--- src/rtl/round_pkg.sv ---
// Shared constants for the round timer controller and its timer counter:
// FSM state encodings and the default game timing parameters.
package round_pkg;

  typedef enum logic [2:0] {
    S_IDLE    = 3'd0,
    S_ARM     = 3'd1,
    S_RUN     = 3'd2,
    S_HIT     = 3'd3,
    S_TIMEOUT = 3'd4,
    S_DONE    = 3'd5
  } state_e;

  localparam logic [15:0] DEF_MAXCOUNT   = 16'd35264;
  localparam int          DEF_TICK_DIV   = 50;
  localparam int          DEF_NUM_ROUNDS = 8;
  localparam int          DEF_SCORE_W    = 8;

endpackage

--- src/rtl/tick_prescaler.sv ---
// Modulo-DIV counter that produces a one-cycle tick on its last count.
// Clear has priority over enable; the tick is combinational from the count.
module tick_prescaler #(
  parameter int DIV = 50
) (
  input  logic clk,
  input  logic rst_n,
  input  logic clr_i,
  input  logic en_i,
  output logic tick_o
);

  localparam int CW = (DIV > 1) ? $clog2(DIV) : 1;
  localparam logic [CW-1:0] LAST = CW'(DIV - 1);

  logic [CW-1:0] cnt_q, cnt_d;

  always_comb begin
    cnt_d = cnt_q;
    if (clr_i) begin
      cnt_d = '0;
    end else if (en_i) begin
      cnt_d = (cnt_q == LAST) ? '0 : cnt_q + CW'(1);
    end
  end

  always_ff @(posedge clk or negedge rst_n) begin
    if (!rst_n) begin
      cnt_q <= '0;
    end else begin
      cnt_q <= cnt_d;
    end
  end

  assign tick_o = en_i & (cnt_q == LAST);

endmodule

--- src/rtl/round_timer_ctrl.sv ---
// Sequences the round timer counter across a multi-round game: arms it each
// round, paces it with a prescaled enable, and tracks round number and score.
module round_timer_ctrl
  import round_pkg::*;
#(
  parameter logic [15:0] MAXCOUNT   = DEF_MAXCOUNT,
  parameter int          TICK_DIV   = DEF_TICK_DIV,
  parameter int          NUM_ROUNDS = DEF_NUM_ROUNDS,
  parameter int          SCORE_W    = DEF_SCORE_W
) (
  input  logic               clk,
  input  logic               resetn,
  input  logic               start,
  input  logic               hit,
  input  logic [15:0]        count,
  output logic               go,
  output logic               en,
  output logic [2:0]         state_o,
  output logic [3:0]         round,
  output logic [SCORE_W-1:0] score,
  output logic               round_done,
  output logic               game_over
);

  localparam logic [3:0]         LAST_ROUND = 4'(NUM_ROUNDS - 1);
  localparam logic [SCORE_W-1:0] SCORE_MAX  = {SCORE_W{1'b1}};

  state_e             state_q, state_d;
  logic [3:0]         round_q, round_d;
  logic [SCORE_W-1:0] score_q, score_d;
  logic               start_q;
  logic               start_rise;
  logic               go_q, go_d;
  logic               en_q, en_d;
  logic               round_done_q, round_done_d;
  logic               game_over_q, game_over_d;
  logic               tick;

  assign start_rise = start & ~start_q;

  tick_prescaler #(
    .DIV (TICK_DIV)
  ) u_prescaler (
    .clk    (clk),
    .rst_n  (resetn),
    .clr_i  (state_q == S_ARM),
    .en_i   (state_q == S_RUN),
    .tick_o (tick)
  );

  always_comb begin
    state_d = state_q;
    round_d = round_q;
    score_d = score_q;
    case (state_q)
      S_IDLE, S_DONE: begin
        if (start_rise) begin
          round_d = '0;
          score_d = '0;
          state_d = S_ARM;
        end
      end
      S_ARM: state_d = S_RUN;
      S_RUN: begin
        // A hit in the expiry cycle still counts as a hit.
        if (hit) begin
          state_d = S_HIT;
        end else if (count == MAXCOUNT) begin
          state_d = S_TIMEOUT;
        end
      end
      S_HIT, S_TIMEOUT: begin
        if (state_q == S_HIT && score_q != SCORE_MAX) begin
          score_d = score_q + SCORE_W'(1);
        end
        if (round_q == LAST_ROUND) begin
          state_d = S_DONE;
        end else begin
          round_d = round_q + 4'd1;
          state_d = S_ARM;
        end
      end
      default: state_d = S_IDLE;
    endcase
  end

  // Output flops are loaded from the state being entered, so they line up
  // with state_q in the following cycle.
  always_comb begin
    go_d         = (state_d == S_ARM);
    en_d         = (state_q == S_RUN) && (state_d == S_RUN) && tick;
    round_done_d = (state_d == S_HIT) || (state_d == S_TIMEOUT);
    game_over_d  = (state_d == S_DONE);
  end

  always_ff @(posedge clk or negedge resetn) begin
    if (!resetn) begin
      state_q      <= S_IDLE;
      round_q      <= '0;
      score_q      <= '0;
      start_q      <= 1'b0;
      go_q         <= 1'b0;
      en_q         <= 1'b0;
      round_done_q <= 1'b0;
      game_over_q  <= 1'b0;
    end else begin
      state_q      <= state_d;
      round_q      <= round_d;
      score_q      <= score_d;
      start_q      <= start;
      go_q         <= go_d;
      en_q         <= en_d;
      round_done_q <= round_done_d;
      game_over_q  <= game_over_d;
    end
  end

  assign go         = go_q;
  assign en         = en_q;
  assign state_o    = state_q;
  assign round      = round_q;
  assign score      = score_q;
  assign round_done = round_done_q;
  assign game_over  = game_over_q;

endmodule

--- config.mk ---
export PLATFORM = sky130hd
export DESIGN_NAME = round_timer_ctrl
export DESIGN_NICKNAME = d
export VERILOG_FILES = /design/src/rtl/round_pkg.sv /design/src/rtl/tick_prescaler.sv /design/src/rtl/round_timer_ctrl.sv
export SDC_FILE = /design/constraint.sdc
export NUM_CORES = 1
export LEC_CHECK = 0
export ABC_CLOCK_PERIOD_IN_PS = 2200
export CAP_MARGIN = 40
export CORE_AREA = 2 2 64 66
export DETAILED_ROUTE_END_ITERATION = 8
export DIE_AREA = 0 0 66 68
export PLACE_DENSITY = 0.75
export REMOVE_ABC_BUFFERS = 1
export SLEW_MARGIN = 40
export SYNTH_ARGS = -nofsm -noshare
export SYNTH_HDL_FRONTEND = slang
export SYNTH_HIERARCHICAL = 1
export SYNTH_SLANG_ARGS = --single-unit
--- constraint.sdc ---
create_clock -name clk -period 2.2 [get_ports clk]
set_clock_uncertainty 0.2 [all_clocks]
set_input_delay 0.33 -clock clk [delete_from_list [all_inputs] [get_ports clk]]
set_output_delay 0.33 -clock clk [all_outputs]
set_load 0.005 [all_outputs]
==> out/metrics.cfg <==
[grt]
grt_pass1_vias=1137
grt_overflow_total=0
antenna_found_initial=0
track_usage_pct=13.97
grt_pass1_wl_um=4885
grt_max_degree=27

[floorplan]
num_rows=23
chipHeight_um=68
die_area_sq_mm=0.004488
die_w_um=66
start_util_pct=37.38
io-pin-count=39
core_sq_mm=0.003856

[cells_and_area]
area.growth.synth_to_final_pct=36.11
fin_nets=215
antennaDiodeCount=0
fill_cells=388
fin_area_sq_mm=0.001962
stdcell_count=240
drive_above_1_share_pct=6.842

[synthesis]
yosysMostFrequentCell=dfrtp_1
synth_cell_type_count=41
syn-instance-count=149
synth-xor-area-share_pct=1.823
synth_common_cells=dfrtp_1, nand2_1, inv_1, nor2_1, nand2b_1
synth_fa_ha_area_share_pct=3.472
synth-edff-count=0
synthSimpleGateAreaFrac_pct=29.86
syn_area_per_cell_sq_um=9.674
synth_area_leaders=dfrtp_1, mux2i_1, ha_1, nand2_1, nand2b_1
synth_compound_area_share_pct=11.81
ys_ff_latch=26
synth-main-ff-cell=dfrtp_1
yosys_warnings=6
ys_seq_area_share_pct=45.14
netlist_area_sq_mm=0.001441
muxShareOfSynthArea_pct=4.167
synthDominantCellAreaShare_pct=45.14
synth_top_family_by_area=simple AND/OR/NAND/NOR gates
synthArstFlopShare_pct=100.0
synth.largest_area_cell=dfrtp_1

[drt]
wirelength_um=2962
met2WireLength_um=1464
wl_per_cell_um=12.34
top_layer_used=met4
drt-initial-drc-count=101
wl_met1_um=1345
vias_per_cell=5.242
dr_wl_met3_um=132
drtPass1Iterations=4
ant_nets=0
route.detailed.drc=0
vias=1258

[critical_path]
path_max_fanout=10
slowest_delay_ns=0.57
endpoint=state_o[1]
cp_top_family=buffers and inverters
reg2regPathDepth=7
critical_path_required_ns=1.67
cpMaxStageDelayCell=clkdlybuf4s50_1
r2r-start=state_o[2]$_DFF_PN0_
cp_cell_sequence=clkdlybuf4s50_1
crit_type=flop to primary output
reg2reg_to=u_prescaler/cnt_q[3]$_DFFE_PN0P_
end_kind=primary output
crit_path_start=state_o[1]$_DFF_PN0_
cp-start-kind=flop
path_depth=1
path_buf_inv=1
reg2reg_slack_ns=0.34
cp_data_arrival_time_ns=1.40

[power]
vdd_ir_drop_max_mv=0.3696
power.density_mw_per_mm2=995.9
p_sw_share_pct=34.53
p_sw_mw=0.6747
power.internal_mw=1.279
seq_power_share_pct=40.7
p_total_mw=1.954
p_leak_nw=0.8637
pwr-share-comb_pct=39.1
pwr-share-clk_pct=20.3

[clocking]
root_buffer=clkbuf_8
h-tree-depth=1
path_clk_slew_ns=0.09
cts_buffers=3
post-cts-setup-buffers=0
holdBufCountCts=0
cts_tree=yes
clkLatencyLatePin_ns=0.27
cts-resized-gates=0
cts.sinks=26
clockBufferDepth=2

[timing]
tns_ns=0
rsz0062_at_grt=false
hold_violations=0
relSlewSlack_pct=77.43
drv_slew=0
fin_crit_ns=1.926
setup_viol=0
worstMarginPinSlew_ns=0.3354
min_period_over_period_pct=87.55
fmax_ghz=0.5192

[placement]
dp_hpwl_um=2265
dpl_cell_area_sq_mm=0.001891
place_inst=236
portBuffers=38
gp_congestion=0.8089

[worst_hold_path]
holdCritPathClass=input port to asynchronous set/reset pin

[run_status]
status=completed

[job]
maxCapViolations=0

metrics by stage:
step	hold slack (ns)	setup WS, ns	utilization, %
after detailed placement	0.2989	0.1719	49.03
after floorplan	-0.1656	0.2401	-
after CTS	0.2423	0.2589	50.88
after global placement	0.2878	0.1929	49.03
final	0.2290	0.2740	50.88
after global routing	0.2697	0.1458	50.88
power by group through the flow:
stage	registers [mW]	clock network (mW)	logic, mW
after CTS	0.795	0.407	0.774
final	0.795	0.396	0.763
after global routing	0.820	0.430	0.856
after detailed placement	0.805	0	0.770
after floorplan	0.769	0	0.402
after global placement	0.801	0	0.746
layer usage:
layer  GRT usage [%]  vias up
met5               0        -
met4           3.827        0
met3           1.974        2
met2           25.13       33
met1           17.65      598
li1                -      625
cell type report:
cell class | instances | area (sq um) | area share, %
Multi-Input combinational cell | 110 | 737.0 | 37.56
Sequential cell | 26 | 650.6 | 33.16
Timing Repair Buffer | 42 | 410.4 | 20.92
Tap cell | 50 | 62.56 | 3.189
Clock buffer | 3 | 41.29 | 2.105
Clock inverter | 1 | 30.03 | 1.531
Inverter | 8 | 30.03 | 1.531
logic make-up after synthesis:
family	Yosys count
mux	6
fa+ha+maj	4
compound gates	25
xor+xnor	3
flops	26
simple gates	72
buf+inv	13
cells in the final DEF (no fill, tap or decap), types with 2 or more instances in the layout:
cell type,count
nand4_1,5
and4_1,2
nor2_1,8
nor4_1,3
nand2b_1,7
inv_1,8
a31oi_1,4
clkbuf_8,3
mux2i_1,6
nand3b_1,3
nor3b_1,2
a21o_1,2
xor2_1,3
dfrtp_1,26
nand2_1,13
nor2b_1,4
or3_1,2
clkdlybuf4s50_1,38
ha_1,4
nor3_1,5
buf_4,4
a21oi_1,5
and3_1,5
nand3_1,5
o21ai_0,4
o22ai_1,2
worst register-to-register path: stages (launching register included):
cell and delay, ns:
dfrtp_1 0.47, nand2b_2 0.26, nand2b_1 0.19, inv_1 0.11
buf_4 0.18, nand4_1 0.12, xor2_1 0.16, nor2_1 0.06
worst min-delay path by stage:
stage	from	to	slack, ns	depth (start not counted)
3_3_place_gp	score[5]$_DFFE_PN0P_	score[5]$_DFFE_PN0P_	0.29	1
3_5_place_dp	score[5]$_DFFE_PN0P_	score[5]$_DFFE_PN0P_	0.30	1
4_1_cts	resetn	round[3]$_DFFE_PN0P_	0.24	2
6_report	resetn	score[5]$_DFFE_PN0P_	0.23	2
5_1_grt	resetn	round[0]$_DFFE_PN0P_	0.27	2
2_1_floorplan	resetn	en$_DFF_PN0_	-0.17	0
state kept, by name, indices dropped and copies added, names as in the netlist:
| name | flops |
|---|---|
| en | 1 |
| game_over | 1 |
| go | 1 |
| round | 4 |
| round_done | 1 |
| score | 8 |
| start_q | 1 |
| state_o | 3 |
| u_prescaler/cnt_q | 6 |
Note: power is estimated with default switching activity, not from simulation.
